**src/rtl/decode_pipe.sv**
```systemverilog
// decode_pipe: instruction queue followed by a registered RV32I decode stage.
//
// A circular FIFO of IQ_DEPTH {instruction, pc} entries feeds a single output
// register stage that holds the decoded head instruction until the consumer
// accepts it. Minimum latency is two edges (push, then load into the output
// stage); throughput is one instruction per cycle while out_ready is high.
//
// Optional feature: define DECODE_RV32M_EN to decode the M extension
// (OP with funct7=0000001). Without it that encoding is illegal and
// out_muldiv is constant 0.
//
// Ports
//   clk, rst_n           clock (rising edge) and asynchronous active-low reset
//   flush                empties the queue and drops the staged instruction
//   in_valid/in_ready    fetch-side handshake, in_instruction/in_pc payload
//   out_valid/out_ready  decode-side handshake
//   out_pc, out_instruction, out_type ({j,u,s,b,i,r}), out_alu_op, out_imm,
//   out_rd_index, out_rs1_index, out_rs2_index, out_illegal, out_muldiv
//   iq_count             current queue occupancy
module decode_pipe #(
   parameter int unsigned IQ_DEPTH = 4,
   parameter int unsigned PC_WIDTH = 32
) (
   input  logic                        clk,
   input  logic                        rst_n,
   input  logic                        flush,
   input  logic                        in_valid,
   output logic                        in_ready,
   input  logic [31:0]                 in_instruction,
   input  logic [PC_WIDTH-1:0]         in_pc,
   output logic                        out_valid,
   input  logic                        out_ready,
   output logic [PC_WIDTH-1:0]         out_pc,
   output logic [31:0]                 out_instruction,
   output logic [5:0]                  out_type,
   output logic [3:0]                  out_alu_op,
   output logic [31:0]                 out_imm,
   output logic [4:0]                  out_rd_index,
   output logic [4:0]                  out_rs1_index,
   output logic [4:0]                  out_rs2_index,
   output logic                        out_illegal,
   output logic                        out_muldiv,
   output logic [$clog2(IQ_DEPTH):0]   iq_count
);

   localparam int unsigned PtrW = $clog2(IQ_DEPTH);
   localparam int unsigned CntW = PtrW + 1;

   localparam logic [3:0] AluAdd   = 4'd0;
   localparam logic [3:0] AluSub   = 4'd1;
   localparam logic [3:0] AluSll   = 4'd2;
   localparam logic [3:0] AluSlt   = 4'd3;
   localparam logic [3:0] AluSltu  = 4'd4;
   localparam logic [3:0] AluXor   = 4'd5;
   localparam logic [3:0] AluSrl   = 4'd6;
   localparam logic [3:0] AluSra   = 4'd7;
   localparam logic [3:0] AluOr    = 4'd8;
   localparam logic [3:0] AluAnd   = 4'd9;
   localparam logic [3:0] AluPassB = 4'd10;

   localparam logic [5:0] TypeR = 6'b000001;
   localparam logic [5:0] TypeI = 6'b000010;
   localparam logic [5:0] TypeB = 6'b000100;
   localparam logic [5:0] TypeS = 6'b001000;
   localparam logic [5:0] TypeU = 6'b010000;
   localparam logic [5:0] TypeJ = 6'b100000;

   localparam logic [6:0] OpLui     = 7'b0110111;
   localparam logic [6:0] OpAuipc   = 7'b0010111;
   localparam logic [6:0] OpJal     = 7'b1101111;
   localparam logic [6:0] OpJalr    = 7'b1100111;
   localparam logic [6:0] OpBranch  = 7'b1100011;
   localparam logic [6:0] OpLoad    = 7'b0000011;
   localparam logic [6:0] OpStore   = 7'b0100011;
   localparam logic [6:0] OpImm     = 7'b0010011;
   localparam logic [6:0] OpReg     = 7'b0110011;
   localparam logic [6:0] OpMiscMem = 7'b0001111;
   localparam logic [6:0] OpSystem  = 7'b1110011;

   function automatic logic [3:0] alu_from_f3(input logic [2:0] f3);
      logic [3:0] op;
      unique case (f3)
         3'b000:  op = AluAdd;
         3'b001:  op = AluSll;
         3'b010:  op = AluSlt;
         3'b011:  op = AluSltu;
         3'b100:  op = AluXor;
         3'b101:  op = AluSrl;
         3'b110:  op = AluOr;
         default: op = AluAnd;
      endcase
      return op;
   endfunction

   // Queue state
   logic [31:0]         iq_inst_q [IQ_DEPTH];
   logic [31:0]         iq_inst_d [IQ_DEPTH];
   logic [PC_WIDTH-1:0] iq_pc_q   [IQ_DEPTH];
   logic [PC_WIDTH-1:0] iq_pc_d   [IQ_DEPTH];
   logic [PtrW-1:0]     wptr_q, wptr_d, rptr_q, rptr_d;
   logic [CntW-1:0]     iq_count_q, iq_count_d;

   // Output stage state
   logic                out_valid_q, out_valid_d;
   logic [PC_WIDTH-1:0] out_pc_q, out_pc_d;
   logic [31:0]         out_inst_q, out_inst_d;
   logic [5:0]          out_type_q, out_type_d;
   logic [3:0]          out_alu_op_q, out_alu_op_d;
   logic [31:0]         out_imm_q, out_imm_d;
   logic [4:0]          out_rd_q, out_rd_d, out_rs1_q, out_rs1_d, out_rs2_q, out_rs2_d;
   logic                out_illegal_q, out_illegal_d;
   logic                out_muldiv_q, out_muldiv_d;

   logic push, pop;

   // Decoded view of the queue head
   logic [31:0] head_inst;
   logic [2:0]  f3;
   logic [6:0]  f7;
   logic [31:0] imm_i, imm_s, imm_b, imm_u, imm_j;
   logic [5:0]  dec_type;
   logic [3:0]  dec_alu;
   logic [31:0] dec_imm;
   logic [4:0]  dec_rd, dec_rs1, dec_rs2;
   logic        dec_illegal, dec_muldiv;

   assign in_ready = (iq_count_q != CntW'(IQ_DEPTH)) && !flush;
   assign push     = in_valid && in_ready;
   // Output stage loads (and pops) whenever it is empty or being drained.
   assign pop      = (iq_count_q != '0) && (!out_valid_q || out_ready) && !flush;

   assign head_inst = iq_inst_q[rptr_q];
   assign f3        = head_inst[14:12];
   assign f7        = head_inst[31:25];
   assign imm_i     = {{20{head_inst[31]}}, head_inst[31:20]};
   assign imm_s     = {{20{head_inst[31]}}, head_inst[31:25], head_inst[11:7]};
   assign imm_b     = {{20{head_inst[31]}}, head_inst[7], head_inst[30:25], head_inst[11:8], 1'b0};
   assign imm_u     = {head_inst[31:12], 12'b0};
   assign imm_j     = {{12{head_inst[31]}}, head_inst[19:12], head_inst[20], head_inst[30:21],
                       1'b0};

   always_comb begin
      dec_type    = '0;
      dec_alu     = AluAdd;
      dec_imm     = '0;
      dec_rd      = '0;
      dec_rs1     = '0;
      dec_rs2     = '0;
      dec_illegal = 1'b0;
      dec_muldiv  = 1'b0;
      if (head_inst[1:0] != 2'b11) begin
         dec_illegal = 1'b1;
      end else begin
         case (head_inst[6:0])
            OpLui: begin
               dec_type = TypeU; dec_alu = AluPassB; dec_imm = imm_u; dec_rd = head_inst[11:7];
            end
            OpAuipc: begin
               dec_type = TypeU; dec_imm = imm_u; dec_rd = head_inst[11:7];
            end
            OpJal: begin
               dec_type = TypeJ; dec_imm = imm_j; dec_rd = head_inst[11:7];
            end
            OpJalr: begin
               dec_type = TypeI; dec_imm = imm_i;
               dec_rd   = head_inst[11:7]; dec_rs1 = head_inst[19:15];
            end
            OpBranch: begin
               dec_illegal = (f3 == 3'b010) || (f3 == 3'b011);
               dec_type    = TypeB; dec_imm = imm_b;
               dec_rs1     = head_inst[19:15]; dec_rs2 = head_inst[24:20];
            end
            OpLoad: begin
               dec_illegal = (f3 == 3'b011) || (f3 == 3'b110) || (f3 == 3'b111);
               dec_type    = TypeI; dec_imm = imm_i;
               dec_rd      = head_inst[11:7]; dec_rs1 = head_inst[19:15];
            end
            OpStore: begin
               dec_illegal = (f3 >= 3'b011);
               dec_type    = TypeS; dec_imm = imm_s;
               dec_rs1     = head_inst[19:15]; dec_rs2 = head_inst[24:20];
            end
            OpImm: begin
               dec_type = TypeI; dec_imm = imm_i; dec_alu = alu_from_f3(f3);
               dec_rd   = head_inst[11:7]; dec_rs1 = head_inst[19:15];
               // Shift-immediates reuse the upper imm bits as a funct7 selector.
               if (f3 == 3'b001) begin
                  dec_illegal = (f7 != 7'b0000000);
               end else if (f3 == 3'b101) begin
                  if (f7 == 7'b0100000) dec_alu = AluSra;
                  else dec_illegal = (f7 != 7'b0000000);
               end
            end
            OpReg: begin
               dec_type = TypeR; dec_alu = alu_from_f3(f3);
               dec_rd   = head_inst[11:7]; dec_rs1 = head_inst[19:15];
               dec_rs2  = head_inst[24:20];
               if (f7 == 7'b0100000) begin
                  if (f3 == 3'b000)      dec_alu = AluSub;
                  else if (f3 == 3'b101) dec_alu = AluSra;
                  else                   dec_illegal = 1'b1;
               end else if (f7 == 7'b0000001) begin
`ifdef DECODE_RV32M_EN
                  dec_muldiv = 1'b1;
                  dec_alu    = {1'b0, f3};
`else
                  dec_illegal = 1'b1;
`endif
               end else if (f7 != 7'b0000000) begin
                  dec_illegal = 1'b1;
               end
            end
            OpMiscMem: begin
               dec_illegal = (f3 != 3'b000) && (f3 != 3'b001);
               dec_type    = TypeI; dec_imm = imm_i;
               dec_rd      = head_inst[11:7]; dec_rs1 = head_inst[19:15];
            end
            OpSystem: begin
               dec_type = TypeI; dec_imm = imm_i;
               dec_rd   = head_inst[11:7]; dec_rs1 = head_inst[19:15];
               // funct3=000 is only ECALL/EBREAK: imm 0 or 1, rs1 and rd zero.
               if (f3 == 3'b100) begin
                  dec_illegal = 1'b1;
               end else if (f3 == 3'b000) begin
                  dec_illegal = (head_inst[31:21] != '0) || (head_inst[19:7] != '0);
               end
            end
            default: dec_illegal = 1'b1;
         endcase
      end
      // Illegal words flow through with every decoded field zeroed.
      if (dec_illegal) begin
         dec_type   = '0;
         dec_alu    = AluAdd;
         dec_imm    = '0;
         dec_rd     = '0;
         dec_rs1    = '0;
         dec_rs2    = '0;
         dec_muldiv = 1'b0;
      end
   end

   always_comb begin
      iq_inst_d  = iq_inst_q;
      iq_pc_d    = iq_pc_q;
      wptr_d     = wptr_q;
      rptr_d     = rptr_q;
      iq_count_d = iq_count_q;
      if (flush) begin
         wptr_d     = '0;
         rptr_d     = '0;
         iq_count_d = '0;
      end else begin
         if (push) begin
            iq_inst_d[wptr_q] = in_instruction;
            iq_pc_d[wptr_q]   = in_pc;
            wptr_d            = wptr_q + PtrW'(1);
         end
         if (pop) rptr_d = rptr_q + PtrW'(1);
         if (push && !pop)      iq_count_d = iq_count_q + CntW'(1);
         else if (pop && !push) iq_count_d = iq_count_q - CntW'(1);
      end
   end

   always_comb begin
      out_valid_d   = out_valid_q;
      out_pc_d      = out_pc_q;
      out_inst_d    = out_inst_q;
      out_type_d    = out_type_q;
      out_alu_op_d  = out_alu_op_q;
      out_imm_d     = out_imm_q;
      out_rd_d      = out_rd_q;
      out_rs1_d     = out_rs1_q;
      out_rs2_d     = out_rs2_q;
      out_illegal_d = out_illegal_q;
      out_muldiv_d  = out_muldiv_q;
      if (flush) begin
         out_valid_d = 1'b0;
      end else if (pop) begin
         out_valid_d   = 1'b1;
         out_pc_d      = iq_pc_q[rptr_q];
         out_inst_d    = head_inst;
         out_type_d    = dec_type;
         out_alu_op_d  = dec_alu;
         out_imm_d     = dec_imm;
         out_rd_d      = dec_rd;
         out_rs1_d     = dec_rs1;
         out_rs2_d     = dec_rs2;
         out_illegal_d = dec_illegal;
         out_muldiv_d  = dec_muldiv;
      end else if (out_ready) begin
         out_valid_d = 1'b0;
      end
   end

   always_ff @(posedge clk or negedge rst_n) begin
      if (!rst_n) begin
         for (int i = 0; i < IQ_DEPTH; i++) begin
            iq_inst_q[i] <= '0;
            iq_pc_q[i]   <= '0;
         end
         wptr_q        <= '0;
         rptr_q        <= '0;
         iq_count_q    <= '0;
         out_valid_q   <= 1'b0;
         out_pc_q      <= '0;
         out_inst_q    <= '0;
         out_type_q    <= '0;
         out_alu_op_q  <= '0;
         out_imm_q     <= '0;
         out_rd_q      <= '0;
         out_rs1_q     <= '0;
         out_rs2_q     <= '0;
         out_illegal_q <= 1'b0;
         out_muldiv_q  <= 1'b0;
      end else begin
         iq_inst_q     <= iq_inst_d;
         iq_pc_q       <= iq_pc_d;
         wptr_q        <= wptr_d;
         rptr_q        <= rptr_d;
         iq_count_q    <= iq_count_d;
         out_valid_q   <= out_valid_d;
         out_pc_q      <= out_pc_d;
         out_inst_q    <= out_inst_d;
         out_type_q    <= out_type_d;
         out_alu_op_q  <= out_alu_op_d;
         out_imm_q     <= out_imm_d;
         out_rd_q      <= out_rd_d;
         out_rs1_q     <= out_rs1_d;
         out_rs2_q     <= out_rs2_d;
         out_illegal_q <= out_illegal_d;
         out_muldiv_q  <= out_muldiv_d;
      end
   end

   assign out_valid       = out_valid_q;
   assign out_pc          = out_pc_q;
   assign out_instruction = out_inst_q;
   assign out_type        = out_type_q;
   assign out_alu_op      = out_alu_op_q;
   assign out_imm         = out_imm_q;
   assign out_rd_index    = out_rd_q;
   assign out_rs1_index   = out_rs1_q;
   assign out_rs2_index   = out_rs2_q;
   assign out_illegal     = out_illegal_q;
   assign out_muldiv      = out_muldiv_q;
   assign iq_count        = iq_count_q;

endmodule

```
**config.mk**
```make
export PLATFORM = sky130hd
export DESIGN_NAME = decode_pipe
export DESIGN_NICKNAME = d
export VERILOG_FILES = /design/src/rtl/decode_pipe.sv
export SDC_FILE = /design/constraint.sdc
export NUM_CORES = 1
export LEC_CHECK = 0
export BUFFER_PORTS_ARGS = -buffer_cell sky130_fd_sc_hd__buf_4
export CAP_MARGIN = 40
export CORE_UTILIZATION = 53
export DETAILED_ROUTE_END_ITERATION = 10
export PLACE_DENSITY = 0.84
export RECOVER_POWER = 25
export SETUP_SLACK_MARGIN = 0.5
export SLEW_MARGIN = 5
export SYNTH_ARGS = -nofsm -noshare
export SYNTH_HDL_FRONTEND = slang
export SYNTH_SLANG_ARGS = --single-unit
```
**constraint.sdc**
```tcl
create_clock -name clk -period 2.4 [get_ports clk]
set_input_delay 0.12 -clock clk [delete_from_list [all_inputs] [get_ports clk]]
set_output_delay 0.12 -clock clk [all_outputs]
set_load 0.005 [all_outputs]
```
======== Word-level counts from Yosys, hierarchy flattened ========
Cells that the tools add are included.
word-level totals
  output and inout port bits .............. 128
  register bits after elaboration ......... 386
  word-level logic and storage cells ...... 147
  input bits .............................. 69
cells by class
  add/subtract/negate cells ............... 4
  $lt $le $gt $ge ......................... 4
  bitwise logic cells ..................... 3
  reductions and logical operators ........ 35
  eq/ne operators ......................... 23
  mux-type cells .......................... 57
operators with widths
  cell                  number
  $bwmux W128           2
  $mux W32              7
  $pmux W32 S5          1
  $bmux W32 S2          2
  $demux W32 S2         1
  $mux W5               9
  $pmux W6 S6           1
  $mux W4               8
  $eq A7 B6 Y1 const B  4
  $eq A7 B7 Y1 const B  4
  $pmux W4 S7           1
  $eq A7 B5 Y1 const B  2
  $mux W1               14
  $reduce_bool A13 Y1   1
  $eq A3 B3 Y1 const B  4
  $mux W6               2
  $pmux W4 S3           1
  $reduce_bool A3 Y1    4
  $reduce_bool A11 Y1   1
  $mux W3               3
  $reduce_or A9 Y1      1
  $logic_and A1 B1 Y1   8
  $mux W2               4
  $pmux W1 S8           1
  other kinds (27)      40

======== Depth between registers and ports, before layout ========
Gate-level depths: netlist (run 1).
  word-level depth ........................ 12
  mapped depth ............................ 11
  mapped depth without buffers ............ 8

======== Worst setup path before layout (run 1) ========
Ideal clock, no wire load.
  path kind ............................... register -> register
  from .................................... register rptr_q[0]
  to ...................................... register out_illegal_q, in the netlist out_illegal
  cell stages (with the launch flop) ...... 12
  setup slack ............................. -0.259 ns
  buffers on the path ..................... 5
  data required time ...................... 2.279 ns
  arrival ................................. 2.538 ns
  clock period less this slack ............ 2.659 ns
  library setup time ...................... 0.121 ns
  cell sequence ........................... dfrtp_1 buf_6 buf_6 buf_6 mux4_2 nor4_1 nand4_1 o2111ai_2 o211ai_2 buf_6 buf_6 o22a_1
between the ends
  longest elaborated chain between the ends .. 10
  elaborated cells between the ends (all ways) .. 50
  those cells by class .................... order compare (1); eq/ne (22); mux (15); bitwise (1); reduce/logical (11)
ends and longest elaborated chain
  item                                             line           text
  from (decl)                                      100            logic [PtrW-1:0] wptr_q, wptr_d, rptr_q, rptr_d;
  from (signal assigned)                           320            rptr_q <= rptr_d;
  $not A2 Y3 (implied by the code) (*)             132            assign head_inst = iq_inst_q[rptr_q];
  $bmux W32 S2 (*)                                 132
  $mux W32 (implied by the code) (*) (2 in a row)  132
  $eq A7 B6 Y1 (tied with other cells)             190, 198
  $mux W1 (tied with other cells)                  190            if (f7 == 7'b0100000) dec_alu = AluSra;
  $mux W1, on equally long branches                n/a
  $mux W1, on equally long branches                187, 198, 222
  $pmux W1 S8                                      154            case (head_inst[6:0])
  $mux W1 (*)                                      151            if (head_inst[1:0] != 2'b11) begin
  to (signal assigned)                             331            out_illegal_q <= out_illegal_d;
  to (decl)                                        111            logic out_illegal_q, out_illegal_d;
Mark *: on every way between the ends. The rest lies on a longest branch, timed or not. The select of a mux whose other input is x is not followed.
A chain may end at the register's enable or synchronous reset.

======== Final worst setup path (run 1) ========
  from .................................... register rptr_q[0]
  to ...................................... register out_imm_q[20], in the netlist out_imm[20]
between the ends
  longest elaborated chain between the ends .. 11
  elaborated cells between the ends (all ways) .. 55
  those cells by class .................... order compare (1); eq/ne (22); mux (18); bitwise (1); reduce/logical (13)
ends and longest elaborated chain
  item                                             line           text
  $not A2 Y3 (implied by the code) (*)             132
  $bmux W32 S2 (*)                                 132
  $mux W32 (implied by the code) (*) (2 in a row)  132
  $eq A7 B6 Y1 (tied with other cells)             190, 198
  $mux W1 (tied with other cells)                  190
  $mux W1, on equally long branches                n/a
  $mux W1, on equally long branches                187, 198, 222
  $pmux W1 S8                                      154
  $mux W1                                          151
  $mux W32 (*)                                     232            if (dec_illegal) begin
  to (signal assigned)                             327            out_imm_q <= out_imm_d;
  to (decl)                                        109            logic [31:0] out_imm_q, out_imm_d;
Marked as above.

==> results of run 1 <==
[cells in the mapped netlist (3+ instances only)]
library cell / instances
nand2_1: 263
o31ai_1: 26
nor4_1: 5
buf_2: 7
dfrtp_1: 386
a211oi_1: 3
a21oi_1: 33
o21ai_0: 22
mux4_2: 64
xnor2_1: 5
ha_1: 4
nand3_1: 4
inv_1: 12
buf_1: 12
nor2b_1: 5
buf_6: 6
a22oi_1: 4
o31ai_2: 6
o41ai_2: 9
mux2_2: 257
o21ai_1: 9
o211ai_1: 3
nand2b_1: 3
nor2_1: 15
nor3_1: 4
clkbuf_1: 56
[cells in the final DEF (no fill, tap or decap), drive strengths merged, types with 3 or more instances in the layout]
| cell type | instances |
|---|---|
| a31oi | 3 |
| xnor2 | 5 |
| nor4 | 5 |
| mux2 | 257 |
| nor2 | 15 |
| ha | 4 |
| o21ai | 31 |
| nor3 | 5 |
| dlygate4sd3 | 67 |
| nor2b | 5 |
| a22oi | 4 |
| buf | 359 |
| nand2 | 263 |
| nand2b | 3 |
| a211oi | 3 |
| clkinv | 6 |
| mux4 | 64 |
| o41ai | 10 |
| dfrtp | 386 |
| diode | 3 |
| a21oi | 33 |
| nand3 | 4 |
| clkbuf | 58 |
| o211ai | 4 |
| o31ai | 32 |
| inv | 13 |
[stage by stage]
step / hold slack, ns / util, %
final: 0.375 / 73.7
after floorplan: -0.176 / -
after CTS: 0.140 / 71.9
after detailed placement: 0.218 / 64.0
after global placement: 0.206 / 64.0
after global routing: 0.384 / 73.7
[worst max-delay path, stage by stage, from the launching register on]
cell	delay [ns]
dfrtp_4	0.54
buf_12	0.16
buf_16	0.13
mux4_2	0.49
nor4_4	0.30
nand4_1	0.20
o2111ai_4	0.30
o211ai_4	0.14
buf_12	0.20
o31ai_4	0.32
[logic make-up after synthesis]
logic type	synth area share, %
multiplexers	25.8
flip-flops	57.3
AO/OA/AOI/OAI	6.01
buffers and inverters	2.43
XOR/XNOR	0.364
AND/OR/NAND/NOR	7.64
adder cells (fa/ha/maj)	0.416
other	0.0222
[layer usage]
metal	vias up	wire length [um]	global-route usage (%)
met5	-	0	0
met4	0	1390	9.13
met3	97	2520	5.21
met2	416	23100	47.3
met1	6293	18200	35.0
li1	5313	-	-
[flip-flops by register name (all words and copies together), names as in the netlist]
register,count
out_imm,32
out_rs1_index,5
iq_count,3
rptr_q,2
out_valid,1
out_alu_op,4
out_instruction,32
out_rs2_index,5
out_pc,32
out_illegal,1
out_type,6
iq_pc_q,128
out_rd_index,5
wptr_q,2
iq_inst_q,128
[path summary, 6_finish.rpt]
path	to	slack (ns)	cells past startpoint	start
setup / recovery	out_imm[20]$_DFFE_PN0P_	-0.51	9	rptr_q[0]$_DFFE_PN0P_
hold / removal	iq_inst_q[7]$_DFFE_PN0P_	0.38	6	in_valid
setup reg to reg	out_imm[20]$_DFFE_PN0P_	-0.51	9	rptr_q[0]$_DFFE_PN0P_
hold reg to reg	out_pc[5]$_DFFE_PN0P_	0.48	2	out_pc[5]$_DFFE_PN0P_
max in group asynchronous	iq_pc_q[45]$_DFFE_PN0P_	0.35	3	rst_n
min in group asynchronous	out_rs1_index[3]$_DFFE_PN0P_	0.48	2	rst_n
[layout make-up]
| cell class | count | area, um2 |
|---|---|---|
| fillers | 1866 | 8140 |
| clock inverters | 10 | 121 |
| repair buffers | 431 | 3870 |
| clock buffers | 53 | 1120 |
| flip-flops and latches | 386 | 9670 |
| inverters | 12 | 62.6 |
| well taps | 396 | 495 |
| diodes | 3 | 7.51 |
| multi-input cells | 788 | 7430 |
[where the power goes]
part	switching [mW]	internal, mW
logic	6.70	7.64
clock network	2.50	3.48
registers	1.57	9.28
total	10.8	20.4
[timing repair]
| action | in CTS | in global routing |
|---|---|---|
| hold buffers | 67 | 0 |
| pin swaps | 15 | 18 |
| buffers inserted | 23 | 14 |
| hold endpoints to repair | 343 | 0 |
| endpoints found under the setup margin | 157 | 109 |
| gates resized for setup | 78 | 119 |
| gates cloned | 5 | 0 |
==> flow_summary.yaml, run 1 <==
floorplanning:
  rows: 64
  start_util_pct: 54.6
  die_h_um: 180
  core-area_um2: 30900
  die_w_um: 180
  die-area_um2: 32500
  io_pins: 197
clock_network:
  numCtsBuffers: 40
  cts_root_buffer: "clkbuf_16"
  cts_max_path_buffers: 3
  htree_num_levels: 2
  clock_latency_ns: 0.52
  cts_tree: "built"
  clkSlewWorstSetupHoldPaths_ns: 0.06
  clkSinkCount: 386
routing:
  drt-initial-drc-count: 737
  drcViolationCount: 0
  routed_via_density: 5.83
  drt-wirelength-per-cell_um: 21.7
  antenna_left: 0
  finalWirelength_um: 45200
  first_pass_iters: 5
  route.vias.total: 12100
synth:
  syn_area_per_cell_um2: 13.3
  synth_seq_cells: 386
  synth_cells: 1268
  yosys_warnings: 0
  yosysTopAreaCell: "dfrtp_1"
  synth_edf_count: 0
  syn_area_um2: 16900
  synth_ff_type: "dfrtp_1"
  ys_types: 61
  synth_top_area_share_pct: 57.3
  async_flop_share_pct: 100
  yosysSeqAreaShare_pct: 57.3
  syn_nets: 1342
  synthTopCellsByArea: "dfrtp_1, mux2_2, mux4_2, nand2_1, clkbuf_1"
timing:
  rsz0062_at_grt: "true"
  timing.final.crit_share_pct: 121
  max-slew-margin-rel_pct: 9.54
  fin_setup_tns_ns: -22.44
  hold_viol_final: 0
  min_period_ns: 2.91
  fmax_ghz: 0.343
  fin_skew_ns: 0.00852
  finalSetupViolCount: 57
  slew_viol_final: 0
  setup_ws_ns: -0.513
  worst_pin_slew_ns: 1.36
finish:
  design_area_um2: 22800
  fin_nets: 1733
  drive_gt1_share_pct: 50.4
  final_cells: 2079
  synthToLayoutAreaGrowth_pct: 35.1
placement:
  place_congestion: 0.965
  dpl_cell_area_um2: 19800
  place_ws_ns: -0.414
  numPortBuffers: 195
  dp_hpwl_um: 27900
  place_inst: 1904
grt:
  grt_usage_pct: 27.4
  overflow: 0
  antenna_found_initial: 2
  grt_pass1_wl_um: 70400
  grt_start_max_net_pins: 94
  first_global_vias: 12800
power:
  power.density_nw_per_um2: 1370
  power.leakage_nw: 10.8
  power_mw: 31.2
  vdd_drop_max_mv: 0.733
worst_setup_path:
  critPathCaptureType: "flop"
  arrival_ns: 3.33
  cp_max_fo: 24
  crit_path_start_kind: "flop"
  cp_data_required_time_ns: 2.82
  critPathKind: "reg -> reg"
run:
  cap_violations: 0
status:
  failed_checks: "setup timing"
  status: "complete, but fails checks"
worst_hold_path:
  hold_class: "in -> reg"
Power figures use the tool's default switching activity.
==> run 2: changes to the inputs <==
--- a/config.mk
+++ b/config.mk
@@ -8,9 +8,10 @@
 export BUFFER_PORTS_ARGS = -buffer_cell sky130_fd_sc_hd__buf_4
 export CAP_MARGIN = 40
 export CORE_UTILIZATION = 53
+export CTS_CLUSTER_DIAMETER = 50
 export DETAILED_ROUTE_END_ITERATION = 10
 export PLACE_DENSITY = 0.84
-export RECOVER_POWER = 25
+export RECOVER_POWER = 100
 export SETUP_SLACK_MARGIN = 0.5
 export SLEW_MARGIN = 5
 export SYNTH_ARGS = -nofsm -noshare
==> run 2 against run 1 <==
Against the previous run:
- the run still ends with setup timing left
- clock skew rose by 0.0059 ns
- largest cell class unchanged
- hold slack got worse by 0.056 ns
- core utilization fell by 0.53 points
- global-route usage rose by 0.29 points
- via count rose by 0.14%
- register-to-register slack improved by 0.10 ns
- combinational power fell by 5%
- design area fell by 0.72%
- sequential share of layout area rose by 0.30 points
==> flow_summary.yaml, run 2 (synthesized netlist as in run 1, its figures left out) <==
floorplanning:
  core-area_um2: 30900
  die_w_um: 180
  rows: 64
  die-area_um2: 32500
  start_util_pct: 54.6
  io_pins: 197
  die_h_um: 180
placement:
  dp_hpwl_um: 27900
  place_congestion: 0.965
  numPortBuffers: 195
  dpl_cell_area_um2: 19800
  place_inst: 1904
worst_setup_path:
  slowest_delay_ns: 0.53
  cp_data_required_time_ns: 2.81
  timing.rr.end: "out_imm[6]$_DFFE_PN0P_"
  critPathCaptureType: "flop"
  rr_worst_depth: 9
  cp_num_buf_inv: 3
  cp_top_family: "compound AO/OA/AOI/OAI gates"
  critPathKind: "reg -> reg"
  cp_max_fo: 7
  arrival_ns: 3.22
  crit_chain: "buf_12 > buf_16 > mux4_2 > and3b_2 > o211ai_1 > o31ai_4 > buf_4 > nor2_4 > o31ai_1"
  cp_slowest_cell: "dfrtp_4"
  rrSetupSlack_ns: -0.41
  timing.critical_path.depth: 9
  cp-startpoint: "rptr_q[0]$_DFFE_PN0P_"
  crit_path_end: "out_imm[6]$_DFFE_PN0P_"
  crit_path_start_kind: "flop"
  rr_startpoint: "rptr_q[0]$_DFFE_PN0P_"
power:
  power.density_nw_per_um2: 1400
  power.leakage_nw: 10.5
  vdd_drop_max_mv: 0.879
routing:
  first_pass_iters: 5
  drt-initial-drc-count: 851
  finalWirelength_um: 44900
  antenna_left: 0
  drcViolationCount: 0
  routed_via_density: 5.82
  route.vias.total: 12100
  drt-wirelength-per-cell_um: 21.5
grt:
  overflow: 0
  first_global_vias: 13000
  grt_start_max_net_pins: 94
  antenna_found_initial: 3
  grt_usage_pct: 27.7
  grt_pass1_wl_um: 70900
timing:
  slew_viol_final: 0
  fmax_ghz: 0.356
  max-slew-margin-rel_pct: 8.55
  rsz0062_at_grt: "true"
  fin_setup_tns_ns: -18.10
  fin_skew_ns: 0.0144
  hold_viol_final: 0
  worst_pin_slew_ns: 1.37
  setup_ws_ns: -0.409
  min_period_ns: 2.81
  finalSetupViolCount: 56
  timing.final.crit_share_pct: 117
finish:
  drive_gt1_share_pct: 48.4
  fin_nets: 1727
  final_cell_mix: "dfrtp_1, mux2_2, nand2_1, buf_4, clkbuf_4"
  reg_top3: "iq_inst_q: 128 flops, iq_pc_q: 128 flops"
  design_area_um2: 22600
  final_cells: 2086
  final_common_cell: "dfrtp_1"
  synthToLayoutAreaGrowth_pct: 34.1
clock_network:
  cts_max_path_buffers: 3
  cts_tree: "built"
  clock_latency_ns: 0.53
  clkSlewWorstSetupHoldPaths_ns: 0.06
  numCtsBuffers: 44
  clkSinkCount: 386
  cts_root_buffer: "clkbuf_16"
  htree_num_levels: 2
worst_hold_path:
  hold_class: "in -> reg"
status:
  status: "complete, but fails checks"
  failed_checks: "setup timing"
run:
  cap_violations: 0
run 2: changes by cell type in the layout (fill, tap and decap cells not counted), moves of 6 or more:
cell / change
buf_4: -125
mux2_2: +30
bufinv_16: +6
buf_6: -14
mux2_4: -30
clkbuf_1: +24
clkbuf_4: +103
run 2: metal layers:
| layer | track usage [%] | up-vias | share of wire [%] |
|---|---|---|---|
| li1 | - | 5317 | - |
| met1 | 34.8 | 6258 | 40 |
| met2 | 48.2 | 456 | 51 |
| met3 | 5.50 | 105 | 6.1 |
| met4 | 9.50 | 0 | 2.8 |
| met5 | 0 | - | 0 |
run 2: how the worst min path moves through the flow:
stage / start / endpoint / cells after the start
2_1_floorplan: rst_n / iq_count[0]$_DFFE_PN0P_ / 0
3_3_place_gp: rst_n / out_instruction[9]$_DFFE_PN0P_ / 1
3_5_place_dp: rst_n / out_instruction[17]$_DFFE_PN0P_ / 1
4_1_cts: in_valid / wptr_q[1]$_DFFE_PN0P_ / 6
5_1_grt: in_valid / wptr_q[0]$_DFFE_PN0P_ / 6
6_report: in_valid / wptr_q[0]$_DFFE_PN0P_ / 6
run 2: final cells by class:
type,count,area (um2)
Clock inverter,24,368
Timing Repair Buffer,420,3560
Clock buffer,56,1220
Multi-Input combinational cell,789,7240
Sequential cell,386,9670
Inverter,12,52.6
Tap cell,396,495
Antenna cell,3,7.51
Fill cell,1910,8300
run 2: worst reg2reg max path: cells and delay by family, from the launching register on:
kind	cells	cell delay, ns
AO/OA/AOI/OAI	3	0.65
AND/OR/NAND/NOR	2	0.53
flip-flops	1	0.53
multiplexers	1	0.52
buffers and inverters	3	0.48
run 2: repair_timing:
item                       in CTS  in global routing
gates resized for setup        71                 51
pin swaps                      14                  8
hold endpoints to repair      343                  0
setup buffers                  17                  9
hold buffers                   67                  0
gates cloned                    5                  1
setup endpoints to repair     156                149
run 2: per-stage QoR:
stage | hold WS (ns) | util (%) | total power, mW | setup slack (ns)
floorplan | -0.176 | - | 17.5 | -0.206
global placement | 0.206 | 64.0 | 22.3 | -0.333
detailed placement | 0.218 | 64.0 | 22.8 | -0.414
CTS | 0.122 | 72.9 | 31.2 | -0.407
global route | 0.354 | 73.1 | 33.1 | -0.509
finish | 0.319 | 73.1 | 31.6 | -0.409
run 2: report_power, final:
part	total, mW	switching, mW	internal, mW
registers	10.8	1.54	9.28
clock network	7.22	2.72	4.50
logic	13.6	6.53	7.05
